--- config.mk ---
export PLATFORM = sky130hd
export DESIGN_NAME = hazard_ctrl_flat
export DESIGN_NICKNAME = d
export VERILOG_FILES = /design/src/rtl/hazard_ctrl_pkg.sv /design/src/rtl/hazard_ctrl_if.sv /design/src/rtl/hazard_ctrl_muldiv_timer.sv /design/src/rtl/hazard_ctrl.sv /design/src/flat_wrapper.sv
export SDC_FILE = /design/constraint.sdc
export NUM_CORES = 1
export LEC_CHECK = 0
export ABC_AREA = 1
export BUFFER_PORTS_ARGS = -buffer_cell sky130_fd_sc_hd__buf_2
export CAP_MARGIN = 0
export CORE_ASPECT_RATIO = 2
export CORE_MARGIN = 2
export CORE_UTILIZATION = 50
export CTS_BUF_LIST = sky130_fd_sc_hd__clkbuf_8
export CTS_CLUSTER_DIAMETER = 60
export CTS_CLUSTER_SIZE = 40
export DETAILED_ROUTE_END_ITERATION = 16
export GPL_TIMING_DRIVEN = 0
export PLACE_DENSITY = 0.83
export SYNTH_ARGS = -nofsm -noshare
export SYNTH_HDL_FRONTEND = slang
export SYNTH_HIERARCHICAL = 1
export SYNTH_SLANG_ARGS = --single-unit
--- constraint.sdc ---
create_clock -name clk -period 2.07 [get_ports clk]
set_clock_uncertainty 0.1 [all_clocks]
set_input_delay 0.207 -clock clk [delete_from_list [all_inputs] [get_ports clk]]
set_output_delay 0.207 -clock clk [all_outputs]
set_load 0.02 [all_outputs]
--- src/rtl/hazard_ctrl_pkg.sv ---
// rtl/hazard_ctrl_pkg.sv - shared types and constants for the pipeline hazard controller
package hazard_ctrl_pkg;

  // Per-stage pipeline register write control
  typedef logic [1:0] wctl_t;

  localparam wctl_t WR_LOAD  = 2'b00;
  localparam wctl_t WR_FLUSH = 2'b01;
  localparam wctl_t WR_HOLD  = 2'b10;

  typedef enum logic [1:0] {
    HZ_IDLE  = 2'b00,
    HZ_MULTI = 2'b01,
    HZ_PEND  = 2'b10
  } hz_state_t;

  // True when the instruction in E writes a register that D reads
  function automatic logic load_use_hit(input logic       is_load,
                                        input logic [4:0] rd,
                                        input logic [4:0] rs1,
                                        input logic [4:0] rs2);
    return is_load && (rd != 5'd0) && ((rd == rs1) || (rd == rs2));
  endfunction

endpackage

--- src/rtl/hazard_ctrl_if.sv ---
// rtl/hazard_ctrl_if.sv - pipeline event inputs and per-stage control outputs
interface hazard_ctrl_if #(
  parameter int XLEN = 64
);
  import hazard_ctrl_pkg::*;

  logic            i_busy;
  logic            d_busy;
  logic [4:0]      d_rs1;
  logic [4:0]      d_rs2;
  logic [4:0]      e_rd;
  logic            e_is_load;
  logic            e_multi;
  logic            e_redirect;
  logic [XLEN-1:0] e_target;

  wctl_t           FWrite;
  wctl_t           DWrite;
  wctl_t           EWrite;
  wctl_t           MWrite;
  wctl_t           WWrite;
  logic            pc_sel;
  logic [XLEN-1:0] pc_target;

  // Pipeline side: reports events, consumes stage controls
  modport master (
    output i_busy, d_busy, d_rs1, d_rs2, e_rd, e_is_load, e_multi, e_redirect, e_target,
    input  FWrite, DWrite, EWrite, MWrite, WWrite, pc_sel, pc_target
  );

  // Hazard controller side
  modport slave (
    input  i_busy, d_busy, d_rs1, d_rs2, e_rd, e_is_load, e_multi, e_redirect, e_target,
    output FWrite, DWrite, EWrite, MWrite, WWrite, pc_sel, pc_target
  );

endinterface

--- src/rtl/hazard_ctrl_muldiv_timer.sv ---
// rtl/hazard_ctrl_muldiv_timer.sv - down-counter tracking remaining mul/div occupancy of E
module muldiv_timer #(
  parameter int W = 3
) (
  input  logic         clk,
  input  logic         reset,
  input  logic         load_i,
  input  logic [W-1:0] load_val_i,
  input  logic         dec_i,
  input  logic         freeze_i,
  output logic         zero_o
);

  logic [W-1:0] count_q;
  logic [W-1:0] count_d;

  // Freeze wins over everything so a memory stall stretches the op exactly
  always_comb begin
    count_d = count_q;
    if (!freeze_i) begin
      if (load_i) begin
        count_d = load_val_i;
      end else if (dec_i && (count_q != '0)) begin
        count_d = count_q - 1'b1;
      end
    end
  end

  // Counter register
  always_ff @(posedge clk) begin
    if (reset) begin
      count_q <= '0;
    end else begin
      count_q <= count_d;
    end
  end

  assign zero_o = (count_q == '0);

endmodule

--- src/rtl/hazard_ctrl.sv ---
// rtl/hazard_ctrl.sv - stall/flush scheduler for the five-stage pipeline
module hazard_ctrl
  import hazard_ctrl_pkg::*;
#(
  parameter int MULDIV_LAT = 4,
  parameter int XLEN       = 64
) (
  input  logic          clk,
  input  logic          reset,
  hazard_ctrl_if.slave  hz
);

  localparam int CNT_W = $clog2(MULDIV_LAT + 1);
  localparam logic [CNT_W-1:0] CNT_START = CNT_W'(MULDIV_LAT - 2);

  hz_state_t       state_q;
  hz_state_t       state_d;
  logic [XLEN-1:0] tgt_q;
  logic [XLEN-1:0] tgt_d;

  logic t_load;
  logic t_dec;
  logic t_zero;
  logic load_use;
  logic multi_stall;

  // The first cycle of a multi-cycle op holds E itself, so the counter
  // starts two short of the latency to give MULDIV_LAT cycles in total.
  muldiv_timer #(
    .W (CNT_W)
  ) u_timer (
    .clk        (clk),
    .reset      (reset),
    .load_i     (t_load),
    .load_val_i (CNT_START),
    .dec_i      (t_dec),
    .freeze_i   (hz.d_busy),
    .zero_o     (t_zero)
  );

  assign load_use    = load_use_hit(hz.e_is_load, hz.e_rd, hz.d_rs1, hz.d_rs2);
  assign multi_stall = ((state_q == HZ_MULTI) && !t_zero) ||
                       ((state_q == HZ_IDLE) && hz.e_multi);

  // Priority mux of stage controls plus FSM next state
  always_comb begin
    hz.FWrite    = WR_LOAD;
    hz.DWrite    = WR_LOAD;
    hz.EWrite    = WR_LOAD;
    hz.MWrite    = WR_LOAD;
    hz.WWrite    = WR_LOAD;
    hz.pc_sel    = 1'b0;
    hz.pc_target = (state_q == HZ_PEND) ? tgt_q : hz.e_target;
    state_d      = state_q;
    tgt_d        = tgt_q;
    t_load       = 1'b0;
    t_dec        = 1'b0;

    if (reset) begin
      hz.FWrite = WR_FLUSH;
      hz.DWrite = WR_FLUSH;
      hz.EWrite = WR_FLUSH;
      hz.MWrite = WR_FLUSH;
      hz.WWrite = WR_FLUSH;
    end else if (hz.d_busy) begin
      // Whole pipe waits on memory; bubble into W. State and counter freeze.
      hz.FWrite = WR_HOLD;
      hz.DWrite = WR_HOLD;
      hz.EWrite = WR_HOLD;
      hz.MWrite = WR_HOLD;
      hz.WWrite = WR_FLUSH;
    end else if (multi_stall) begin
      hz.FWrite = WR_HOLD;
      hz.DWrite = WR_HOLD;
      hz.EWrite = WR_HOLD;
      hz.MWrite = WR_FLUSH;
      if (state_q == HZ_IDLE) begin
        state_d = HZ_MULTI;
        t_load  = 1'b1;
      end else begin
        t_dec = 1'b1;
      end
    end else if (load_use) begin
      hz.FWrite = WR_HOLD;
      hz.DWrite = WR_HOLD;
      hz.EWrite = WR_FLUSH;
      if (state_q == HZ_MULTI) begin
        state_d = HZ_IDLE;
      end
    end else if (state_q == HZ_PEND) begin
      // Whatever fetch returns is wrong-path; redirect once fetch is free
      hz.DWrite = WR_FLUSH;
      if (hz.i_busy) begin
        hz.FWrite = WR_HOLD;
      end else begin
        hz.pc_sel = 1'b1;
        state_d   = HZ_IDLE;
      end
    end else begin
      // IDLE, or MULTI releasing E this cycle
      state_d = HZ_IDLE;
      if (hz.e_redirect) begin
        hz.DWrite = WR_FLUSH;
        hz.EWrite = WR_FLUSH;
        if (hz.i_busy) begin
          hz.FWrite = WR_HOLD;
          tgt_d     = hz.e_target;
          state_d   = HZ_PEND;
        end else begin
          hz.pc_sel = 1'b1;
        end
      end else if (hz.i_busy) begin
        hz.FWrite = WR_HOLD;
        hz.DWrite = WR_FLUSH;
      end
    end
  end

  // FSM state and deferred redirect target
  always_ff @(posedge clk) begin
    if (reset) begin
      state_q <= HZ_IDLE;
      tgt_q   <= '0;
    end else begin
      state_q <= state_d;
      tgt_q   <= tgt_d;
    end
  end

endmodule
--- src/flat_wrapper.sv ---
// flat-port wrapper written by rule: the top's interface ports become plain ports
module hazard_ctrl_flat import hazard_ctrl_pkg::*;
#(
  parameter int MULDIV_LAT = 4,
  parameter int XLEN       = 64
)
  (clk, reset, hz_i_busy, hz_d_busy, hz_d_rs1, hz_d_rs2, hz_e_rd, hz_e_is_load, hz_e_multi, hz_e_redirect, hz_e_target, hz_FWrite, hz_DWrite, hz_EWrite, hz_MWrite, hz_WWrite, hz_pc_sel, hz_pc_target);
  hazard_ctrl_if #(.XLEN(XLEN)) hz_i ();
  input  logic clk;
  input  logic reset;
  input wire logic [$bits(hz_i.i_busy)-1:0] hz_i_busy;
  input wire logic [$bits(hz_i.d_busy)-1:0] hz_d_busy;
  input wire logic [$bits(hz_i.d_rs1)-1:0] hz_d_rs1;
  input wire logic [$bits(hz_i.d_rs2)-1:0] hz_d_rs2;
  input wire logic [$bits(hz_i.e_rd)-1:0] hz_e_rd;
  input wire logic [$bits(hz_i.e_is_load)-1:0] hz_e_is_load;
  input wire logic [$bits(hz_i.e_multi)-1:0] hz_e_multi;
  input wire logic [$bits(hz_i.e_redirect)-1:0] hz_e_redirect;
  input wire logic [$bits(hz_i.e_target)-1:0] hz_e_target;
  output wire logic [$bits(hz_i.FWrite)-1:0] hz_FWrite;
  output wire logic [$bits(hz_i.DWrite)-1:0] hz_DWrite;
  output wire logic [$bits(hz_i.EWrite)-1:0] hz_EWrite;
  output wire logic [$bits(hz_i.MWrite)-1:0] hz_MWrite;
  output wire logic [$bits(hz_i.WWrite)-1:0] hz_WWrite;
  output wire logic [$bits(hz_i.pc_sel)-1:0] hz_pc_sel;
  output wire logic [$bits(hz_i.pc_target)-1:0] hz_pc_target;
  assign hz_i.i_busy = hz_i_busy;
  assign hz_i.d_busy = hz_d_busy;
  assign hz_i.d_rs1 = hz_d_rs1;
  assign hz_i.d_rs2 = hz_d_rs2;
  assign hz_i.e_rd = hz_e_rd;
  assign hz_i.e_is_load = hz_e_is_load;
  assign hz_i.e_multi = hz_e_multi;
  assign hz_i.e_redirect = hz_e_redirect;
  assign hz_i.e_target = hz_e_target;
  assign hz_FWrite = hz_i.FWrite;
  assign hz_DWrite = hz_i.DWrite;
  assign hz_EWrite = hz_i.EWrite;
  assign hz_MWrite = hz_i.MWrite;
  assign hz_WWrite = hz_i.WWrite;
  assign hz_pc_sel = hz_i.pc_sel;
  assign hz_pc_target = hz_i.pc_target;
  hazard_ctrl #(.MULDIV_LAT(MULDIV_LAT), .XLEN(XLEN)) u_core (.clk(clk), .reset(reset), .hz(hz_i));
endmodule
==> results.sh <==
export IMPL_outcome="finished, violations left"
export IMPL_violations="setup timing"
export IMPL_finalCritPeriodShare_pct=110.7
export IMPL_avgSynthCellArea_um2=6.078
export IMPL_h_tree_depth=3
export IMPL_layout_drive_gt1_share_pct=30.34
export IMPL_die_area_mm2=0.008353
export IMPL_drtIter0Drc=349
export IMPL_finalCriticalPeriod_ns=2.291
export IMPL_yosysSeqAreaShare_pct=36.36
export IMPL_finalNetCount=897
export IMPL_report_final_slew_viol_count=0
export IMPL_p_per_area_mw_per_mm2=588.6
export IMPL_dp_cells=880
export IMPL_dr_pass1_iters=5
export IMPL_rsz0062_at_grt="yes"
export IMPL_antenna_found_initial=0
export IMPL_cts_made_buffers=9
export IMPL_root_buffer="clkbuf_8"
export IMPL_grt_pass1_wl_um=16810
export IMPL_p_leak_uw=0.002618
export IMPL_gp_congestion=0.7903
export IMPL_synth_seq_cells=69
export IMPL_arrival_ns=1.98
export IMPL_critPathMaxStageDelay_ns=0.32
export IMPL_wl_um=10650
export IMPL_first_global_vias=3837
export IMPL_yosys_warnings=6
export IMPL_clkLatencyLatePin_ns=0.34
export IMPL_cp_cell_sequence="inv_2, ha_4, ha_4, or2_4, nand2_2, inv_2, nand2_4, a21oi_4, buf_6, nor2_4, a31oi_2, buf_4"
export IMPL_critPathRequiredTime_ns=1.76
export IMPL_ys_types=26
export IMPL_irDropWorstVdd_mv=0.4896
export IMPL_slowest_stage="dfxtp_2"
export IMPL_core_rowCount=45
export IMPL_hpwl_um=7553
export IMPL_cts_tree="built"
export IMPL_final_cells=908
export IMPL_syn_inst=625
export IMPL_critical_path_class="reg2out"
export IMPL_syn_cell_area_mm2=0.003799
export IMPL_num_vias=4474
export IMPL_grt_usage_pct=24.78
export IMPL_grt_max_degree=12
export IMPL_tightest_slew_ns=0.5523
export IMPL_portBuffers=159
export IMPL_cp_end_kind="primary output"
export IMPL_area_delta_synth_final_pct=36.13
export IMPL_setup_viol=35
export IMPL_core_mm2=0.007488
export IMPL_ant_nets=0
export IMPL_hold_viol=0
export IMPL_clock_sinks=69
export IMPL_cp_max_fo=4
export IMPL_clk_pin_slew_ns=0.07
export IMPL_io_pins=161
export IMPL_cts_max_path_buffers=2
export IMPL_hold_buffers=0
export IMPL_hp_class="in2reg"
export IMPL_fmax_mhz=436.5
export IMPL_viasPerCell=4.927
export IMPL_initial_core_util_pct=50.73
export IMPL_die_h_um=127.3
export IMPL_relSlewSlack_pct=63.18
export IMPL_startpoint_type="register"
export IMPL_antennaDiodeCount=0
export IMPL_utilization_pct=69.06
export IMPL_route_detailed_drc=0
export IMPL_grt_overflow=0
export IMPL_post_drt_wl_per_cell_um=11.73
export IMPL_pre_cts_slack_ns=-0.1551
export IMPL_die_w_um=65.64
export IMPL_power_uw=3044
export IMPL_cap_violations=0
export IMPL_finalWorstSetupSlack_ns=-0.2210
## layer usage
layer  track usage [%]  part of all wire (%)  vias up
met2             40.05                    46      193
met4             7.230                   2.1        0
met1             32.44                    44     1931
met5                 0                     0        -
met3             6.074                   8.2       22
li1                  -                     -     2328
## critical path, delay by kind of cell (launching register included)
| kind | cells | cell delay, ns |
|---|---|---|
| AND/OR/NAND/NOR | 4 | 0.25 |
| adder cells (fa/ha/maj) | 2 | 0.28 |
| flip-flops | 1 | 0.32 |
| AO/OA/AOI/OAI | 2 | 0.35 |
| buffers and inverters | 4 | 0.45 |
## cell families (layout without fill, tap and decap cells)
logic type / Yosys count / after routing / share of synthesized area (%)
AO/OA/AOI/OAI: 74 / 74 / 10.08
XOR/XNOR: 2 / 2 / 0.4612
adder cells (fa/ha/maj): 2 / 2 / 0.6587
buffers and inverters: 75 / 262 / 9.519
flip-flops: 69 / 69 / 36.36
other: 2 / 4 / 0.1977
AND/OR/NAND/NOR: 401 / 401 / 42.72
## through the flow
stage / instance area, µm² / TNS (ns) / hold WS (ns)
after global placement: 4727 / -3.541 / 0.3464
after floorplan: 3814 / 0 / 0.2714
after detailed placement: 4727 / -3.947 / 0.3504
after global routing: 5171 / -9.834 / 0.03132
final: 5171 / -1.298 / 0.04272
after CTS: 5015 / -0.9313 / 0.03203
## worst paths after layout
path	from	endpoint	slack, ns	cells after the start
min	hz_e_target[57]	u_core/tgt_q[57]$_SDFFE_PP0P_	0.04	3
min reg2reg	u_core/tgt_q[3]$_SDFFE_PP0P_	u_core/tgt_q[3]$_SDFFE_PP0P_	0.36	2
max reg2reg	u_core/u_timer/count_q[0]$_SDFFE_PP0P_	u_core/tgt_q[41]$_SDFFE_PP0P_	0.04	14
max	u_core/u_timer/count_q[0]$_SDFFE_PP0P_	hz_DWrite[0]	-0.22	12
## layout make-up
cell class / instances / area, µm²
Clock inverter: 7 / 35.03
Tap cell: 94 / 117.6
Timing Repair Buffer: 172 / 947.2
Inverter: 30 / 113.9
Buffer: 44 / 302.8
Fill cell: 639 / 2317
Clock buffer: 9 / 123.9
Multi-Input combinational cell: 483 / 2147
Sequential cell: 69 / 1384
## sequential cells by signal (all words and copies together), names as in the netlist
signal / flops
u_core/tgt_q: 64
u_core/u_timer/count_q: 3
u_core/state_q: 2
## power by group
group | internal, µW | total, µW | switching, µW
clock network | 417 | 902 | 485
logic | 296 | 758 | 463
registers | 1360 | 1380 | 19.6
total | 2080 | 3040 | 967
## cell usage after synthesis
library cell | instances | share of area, %
nand2_1 | 302 | 30
nand3_1 | 70 | 9.2
dfxtp_1 | 69 | 36
a21oi_1 | 66 | 8.7
inv_1 | 24 | 2.4
clkbuf_1 | 23 | 2.3
nor2_1 | 21 | 2.1
buf_4 | 7 | 1.4
buf_2 | 6 | 0.79
buf_6 | 6 | 1.8
inv_2 | 5 | 0.49
o21ai_0 | 5 | 0.66
buf_1 | 3 | 0.30
nand2_2 | 3 | 0.49
conb_1 | 2 | 0.20
ha_1 | 2 | 0.66
xnor2_1 | 2 | 0.46
a21oi_4 | 1 | 0.43
a31oi_1 | 1 | 0.16
clkinv_2 | 1 | 0.13
nand2_4 | 1 | 0.30
nand4_1 | 1 | 0.16
nor3_1 | 1 | 0.13
nor3_2 | 1 | 0.26
o21ai_1 | 1 | 0.13
or2_4 | 1 | 0.23
## timing repair
action,CTS,global route
endpoints found under the hold margin,0,0
endpoints found under the setup margin,71,98
setup buffers,7,6
resized for setup,31,29
gates cloned,0,1
pin swaps,2,4
## placed cells by master (no fill, tap or decap), drive strengths merged
cell and instances:
nand2 306, buf 193, nand3 70, dfxtp 69, a21oi 67, clkbuf 32, inv 31, nor2 21
o21ai 6, clkinv 5, conb 4, xnor2 2, nor3 2, ha 2, clkinvlp 1, or2 1
a31oi 1, nand4 1
Note: power is estimated with default switching activity, not from simulation.
